`config.mk`:
```
export PLATFORM = sky130hd
export DESIGN_NAME = muldiv_unit
export DESIGN_NICKNAME = d
export VERILOG_FILES = /design/src/rtl/muldiv_unit.sv
export SDC_FILE = /design/constraint.sdc
export NUM_CORES = 1
export LEC_CHECK = 0
export ABC_AREA = 1
export CORE_UTILIZATION = 25
export CTS_CLUSTER_DIAMETER = 40
export DETAILED_ROUTE_END_ITERATION = 6
export GPL_ROUTABILITY_DRIVEN = 1
export PLACE_DENSITY = 0.41
export SYNTH_ARGS = -nofsm -noshare
export SYNTH_HDL_FRONTEND = slang
export SYNTH_SLANG_ARGS = --single-unit
```
`constraint.sdc`:
```
create_clock -name clk -period 2.93 [get_ports clk]
set_clock_uncertainty 0.2 [all_clocks]
set_input_delay 0.4395 -clock clk [delete_from_list [all_inputs] [get_ports clk]]
set_output_delay 0.4395 -clock clk [all_outputs]
set_load 0.02 [all_outputs]
```
`src/rtl/muldiv_unit.sv`:
```
// muldiv_unit
// Multi-cycle RV32M multiply/divide unit for the execute stage. One operation
// is accepted per start pulse in IDLE. The unit iterates one bit per cycle on
// operand magnitudes, applies sign correction in FIX, and presents the result
// on C together with a one-cycle done pulse in DONE.
//
// Ports
//   clk        rising-edge clock
//   rst        synchronous, active-high reset
//   start      request, sampled only in IDLE
//   kill       pipeline flush; aborts any operation in flight (beats start)
//   funct3     RV32M op: MUL, MULH, MULHSU, MULHU, DIV, DIVU, REM, REMU
//   A, B       rs1 / rs2 operands
//   busy       high whenever the FSM is not in IDLE
//   done       one-cycle pulse, C valid in the same cycle
//   C          result, held until the next completed operation
//   dbg_state  current FSM state (IDLE=0, CALC=1, FIX=2, DONE=3)
//
// Handshake: start is a request that is honoured only in a cycle where
// busy=0 and kill=0; there is no queuing and a start while busy is dropped.
// done is the single-cycle completion strobe; there is no back-pressure.

module muldiv_unit #(
   parameter int WIDTH = 32
) (
   input  logic             clk,
   input  logic             rst,
   input  logic             start,
   input  logic             kill,
   input  logic [2:0]       funct3,
   input  logic [WIDTH-1:0] A,
   input  logic [WIDTH-1:0] B,
   output logic             busy,
   output logic             done,
   output logic [WIDTH-1:0] C,
   output logic [1:0]       dbg_state
);

   typedef enum logic [1:0] {
      IDLE = 2'd0,
      CALC = 2'd1,
      FIX  = 2'd2,
      DONE = 2'd3
   } state_t;

   localparam logic [5:0]       LAST_ITER = 6'(WIDTH - 1);
   localparam logic [WIDTH-1:0] MIN_NEG   = {1'b1, {(WIDTH-1){1'b0}}};

   state_t             state;
   logic [5:0]         cnt;
   logic [2:0]         op;
   logic               sa_r;     // sign of A (remainder sign)
   logic               neg_r;    // signs differ: negate product / quotient
   logic               fast_r;   // result already final, skip sign fix
   logic [2*WIDTH-1:0] p;        // mul: {acc, multiplier}; div: {rem, quot}
   logic [WIDTH-1:0]   opnd;     // mul: multiplicand mag; div: divisor mag

   // Operand decode at the start request
   logic               is_div_in;
   logic               signed_a_in;
   logic               signed_b_in;
   logic               sa_in;
   logic               sb_in;
   logic [WIDTH-1:0]   a_mag;
   logic [WIDTH-1:0]   b_mag;
   logic               div_zero;
   logic               div_ovf;
   logic [WIDTH-1:0]   fast_val;

   // Iteration step
   logic [WIDTH:0]     mul_sum;
   logic [2*WIDTH-1:0] mul_next;
   logic [WIDTH:0]     div_shift;
   logic [WIDTH-1:0]   div_diff;
   logic [2*WIDTH-1:0] div_next;

   // Final result
   logic [2*WIDTH-1:0] mul_res;
   logic [WIDTH-1:0]   mul_out;
   logic [WIDTH-1:0]   quo;
   logic [WIDTH-1:0]   rem;
   logic [WIDTH-1:0]   fix_out;

   always_comb begin
      is_div_in   = funct3[2];
      // Unsigned A only for MULHU, DIVU, REMU (all have funct3[0]=1, funct3[1]=1 or [2]=1)
      signed_a_in = !((funct3 == 3'b011) || (funct3 == 3'b101) || (funct3 == 3'b111));
      signed_b_in = (funct3 == 3'b000) || (funct3 == 3'b001) ||
                    (funct3 == 3'b100) || (funct3 == 3'b110);
      sa_in       = signed_a_in & A[WIDTH-1];
      sb_in       = signed_b_in & B[WIDTH-1];
      a_mag       = sa_in ? -A : A;
      b_mag       = sb_in ? -B : B;

      div_zero    = is_div_in && (B == '0);
      div_ovf     = is_div_in && !funct3[0] && (A == MIN_NEG) && (B == '1);
      fast_val    = '0;
      if (div_zero) begin
         fast_val = funct3[1] ? A : '1;
      end else if (div_ovf) begin
         fast_val = funct3[1] ? '0 : MIN_NEG;
      end
   end

   always_comb begin
      // Shift-add: add multiplicand to the upper half when the current
      // multiplier bit is set, then shift the whole register right.
      mul_sum  = {1'b0, p[2*WIDTH-1:WIDTH]} + (p[0] ? {1'b0, opnd} : '0);
      mul_next = {mul_sum, p[WIDTH-1:1]};

      // Restoring division: bring the next dividend bit into the partial
      // remainder and subtract the divisor only if it fits.
      div_shift = {p[2*WIDTH-1:WIDTH], p[WIDTH-1]};
      div_diff  = div_shift[WIDTH-1:0] - opnd;
      if (div_shift >= {1'b0, opnd}) begin
         div_next = {div_diff, p[WIDTH-2:0], 1'b1};
      end else begin
         div_next = {div_shift[WIDTH-1:0], p[WIDTH-2:0], 1'b0};
      end
   end

   always_comb begin
      mul_res = neg_r ? -p : p;
      mul_out = (op == 3'b000) ? mul_res[WIDTH-1:0] : mul_res[2*WIDTH-1:WIDTH];
      quo     = neg_r ? -p[WIDTH-1:0] : p[WIDTH-1:0];
      rem     = sa_r ? -p[2*WIDTH-1:WIDTH] : p[2*WIDTH-1:WIDTH];
      if (fast_r) begin
         fix_out = p[WIDTH-1:0];
      end else if (op[2]) begin
         fix_out = op[1] ? rem : quo;
      end else begin
         fix_out = mul_out;
      end
   end

   always_ff @(posedge clk) begin
      if (rst) begin
         state  <= IDLE;
         done   <= 1'b0;
         C      <= '0;
         cnt    <= '0;
         op     <= '0;
         sa_r   <= 1'b0;
         neg_r  <= 1'b0;
         fast_r <= 1'b0;
         p      <= '0;
         opnd   <= '0;
      end else if (kill) begin
         // Abort: no done, C untouched
         state <= IDLE;
         done  <= 1'b0;
         cnt   <= '0;
      end else begin
         case (state)
            IDLE: begin
               done <= 1'b0;
               if (start) begin
                  op    <= funct3;
                  cnt   <= '0;
                  sa_r  <= sa_in;
                  neg_r <= sa_in ^ sb_in;
                  if (div_zero || div_ovf) begin
                     fast_r <= 1'b1;
                     p      <= {{WIDTH{1'b0}}, fast_val};
                     opnd   <= '0;
                     state  <= FIX;
                  end else begin
                     fast_r <= 1'b0;
                     p      <= {{WIDTH{1'b0}}, (is_div_in ? a_mag : b_mag)};
                     opnd   <= is_div_in ? b_mag : a_mag;
                     state  <= CALC;
                  end
               end
            end
            CALC: begin
               p   <= op[2] ? div_next : mul_next;
               cnt <= cnt + 6'd1;
               if (cnt == LAST_ITER) begin
                  state <= FIX;
               end
            end
            FIX: begin
               C     <= fix_out;
               done  <= 1'b1;
               state <= DONE;
            end
            DONE: begin
               done  <= 1'b0;
               state <= IDLE;
            end
            default: begin
               done  <= 1'b0;
               state <= IDLE;
            end
         endcase
      end
   end

   assign busy      = (state != IDLE);
   assign dbg_state = state;

endmodule

```
==> impl_metrics.csv <==
group,metric,value,unit
run_status,status,"finished, final reports clean",
power,clockPowerShare,28.9,%
cells_and_area,drive_gt1_share,11.8,%
sta,fmax,355,MHz
placed_design,pre_cts_ws,-0.253,ns
sta,fin_crit,2.82,ns
power,power,8.21,mW
route,vias,24900,
route,ant_nets,0,
sta,worstMarginPinSlew,0.713,ns
yosys,avgSynthCellArea,5.19,sq um
yosys,ys_seq_area_share,14.8,%
route,route.detailed.drc,0,
sta,setup_tns,0,ns
cells_and_area,final_cell_area,24300,sq um
sta,min_period_over_period,96.1,%
cells_and_area,final_core_util,31.9,%
sta,hold_viol_final,0,
clock_network,cts.clk_slew.worst_paths,0.08,ns
placed_design,portBuffers,106,
power,power_leakage,12.4,nW
hold_path,hold_class,"input port to flip-flop",
grt,antenna_found_initial,0,
worst_setup_path,startpoint,"opnd[7]$_SDFFE_PP0P_",
cells_and_area,fillers,8862,
yosys,synth.area.top_cells,"nand2_1 (25%), dfxtp_1 (15%), nand3_1 (11%)",
route,vias_per_cell,4.93,
worst_setup_path,crit_path_max_incr_delay,0.39,ns
power,p_seq_share,26.3,%
cells_and_area,multi_input_area,14000,sq um
cells_and_area,regArea,2880,sq um
cells_and_area,fin_cells,5058,
yosys,synth_seq_cells,143,
yosys,synth-main-ff-cell,"dfxtp_1",
grt,grt_usage,26.0,%
cells_and_area,final_cell_mix,"nand2_1 (1,283), inv_1 (482), nand3_1 (404)",
worst_setup_path,cp.required,3.10,ns
power,powerDensity,338,nW/um^2
die,ios,107,
worst_setup_path,cp_cell_sequence,"inv_1, ha_1, buf_4, nand2_2, inv_1, nand2_1, nand2_1, clkinv_1, nand3_2, nand2_1, nand2_1, nand2_4, nand2_8, nor2_4, buf_4, o21ai_0, o21ai_1, inv_2",
clock_network,clk_latency,0.51,ns
clock_network,cts_tree,"yes",
cells_and_area,final_nets,4163,
worst_setup_path,cpMostUsedCell,"nand2_1",
clock_network,cts_sinks,143,
route,wirelength,103,mm
worst_setup_path,r2r_slack,0.11,ns
grt,grt_pass1_wl,152,mm
power,p_sw_share,45.0,%
yosys,syn_inst,3716,
job,maxCapViolations,0,
worst_setup_path,critPathCapture,"p[0]$_SDFFE_PP0P_",
worst_setup_path,reg2reg_depth,18,
clock_network,hold_buffers,0,
sta,setup_viol,0,
worst_setup_path,start_kind,"flip-flop",
clock_network,numCtsBuffers,17,
worst_setup_path,worstPathArrival,2.99,ns
placed_design,hpwl,84.4,mm
yosys,async_flop_share,0,%
placed_design,gp_congestion,0.990,
yosys,synth_top_area_cell,"nand2_1",
route,wire_per_inst,20.3,um
grt,grt_pass1_vias,23700,
placed_design,placed_area,23600,sq um
worst_setup_path,r2r_end,"p[0]$_SDFFE_PP0P_",
die,start_util,25.3,%
yosys,synth_edf_count,0,
sta,whs,0.160,ns
die,rows,101,
power,internal_power,4.51,mW
yosys,syn_area,19300,sq um
worst_setup_path,timing.critical_path.fanout_max,11,
route,dr.pass1.iters,6,
yosys,synth_cell_types,50,
sta,setup_ws,0.113,ns
power,power_switching,3.69,mW
cells_and_area,synthToLayoutAreaGrowth,26.0,%
cells_and_area,diodes,0,
worst_setup_path,r2r_start,"opnd[7]$_SDFFE_PP0P_",
die,coreArea,76200,sq um
clock_network,cts_root_buf,"clkbuf_16",
sta,slew_headroom,52.4,%
route,drt_iter0_markers,2220,
hold_path,hp-start,"rst",
die,die_h,280,um
worst_setup_path,crit_path_end_kind,"flip-flop",
yosys,synth_top_area_share,25.0,%
clock_network,htree_levels,4,
grt,gr-total-overflow,0,
die,dieArea,78300,sq um
yosys,synth_warnings,0,
sta,finalMaxSlewViolations,0,
grt,grt_start_max_net_pins,78,
worst_setup_path,crit_type,"flip-flop to flip-flop",
power,ir_worst_vdd,540,uV
worst_setup_path,crit_slowest_cell,"dfxtp_2",
die,die_w,280,um
cells_and_area,final_common_cell,"nand2_1",
yosys,syn_nets,3863,
placed_design,place_inst,5025,
clock_network,ctsLongestPathBuffers,2,
power,comb_power_share,44.8,%
==> repair_timing <==
action	in CTS	in global routing
pin swaps	0	2
setup endpoints to repair	2	31
endpoints found under the hold margin	0	0
gates resized for setup	5	35
buffers inserted	0	2
==> critical path, delay by kind of cell (launching register included) <==
family          cells  cell delay (ns)
buf+inv             6             0.68
compound gates      2             0.25
flops               1             0.39
simple gates        9             0.83
fa+ha+maj           1             0.32
==> power groups by stage <==
stage               clock network [mW]  registers (mW)  logic [mW]
finish                            2.37            2.16        3.68
global route                      2.46            2.16        4.03
CTS                               2.41            2.15        3.61
detailed placement                   0            2.19        3.59
global placement                     0            2.20        3.61
floorplan                            0            2.13        2.14
==> worst min-delay path by stage <==
| stage | endpoint | slack (ns) | cells after the start |
|---|---|---|---|
| detailed placement | done$_SDFFE_PP0P_ | 0.25 | 2 |
| CTS | C[17]$_SDFFE_PP0P_ | 0.17 | 2 |
| finish | C[16]$_SDFFE_PP0P_ | 0.16 | 2 |
| global placement | done$_SDFFE_PP0P_ | 0.25 | 2 |
| global route | C[17]$_SDFFE_PP0P_ | 0.20 | 2 |
| floorplan | cnt[1]$_SDFFE_PP0P_ | 0.26 | 2 |
==> Yosys cell counts, types with 3 or more instances <==
cell and count:
buf_2 22, o221ai_1 5, nor2_4 10, a21oi_1 288, buf_6 5, nand2_1 1287
ha_1 74, xor2_1 65, o21ai_1 32, nor2_2 22, and2_1 3, nand2_2 13
clkinv_1 5, buf_1 23, or2_2 8, xnor2_1 9, nor2_1 363, o21ai_2 3
inv_2 14, clkbuf_1 88, nand3b_1 16, nand3_2 7, o211ai_1 16, dfxtp_1 143
nand4_1 47, nand3_1 406, a21oi_2 5, a21o_1 3, nor4_1 7, o21ai_0 188
o21bai_1 11, nor3_1 17, inv_1 486
==> metal layers <==
metal / share of wire (%) / routed length (um) / GRT usage [%]
met4: 3.1 / 3200 / 8.63
met1: 46 / 47400 / 35.7
met3: 5.8 / 5990 / 2.97
met2: 45 / 46200 / 42.0
met5: 0 / 0 / 0
==> final cells by class <==
class                           instances  area share (%)
Multi-Input combinational cell       2925            57.7
Inverter                              506            7.82
Timing Repair Buffer                  423            15.0
Clock buffer                           17            1.75
Sequential cell                       143            11.8
Tap cell                             1030            5.30
Clock inverter                         14           0.633
==> cells by family after synthesis <==
group	count (synthesis)	synth area share [%]
xor+xnor	74	3.36
flops	143	14.8
simple gates	2217	48.5
compound gates	558	15.2
buf+inv	648	13.1
fa+ha+maj	76	5.01
==> flip-flops by register name, summed over array words and instances (netlist names) <==
name / flops
C: 32
cnt: 6
dbg_state: 2
done: 1
fast_r: 1
neg_r: 1
op: 3
opnd: 32
p: 64
sa_r: 1
Power figures use the tool's default switching activity.
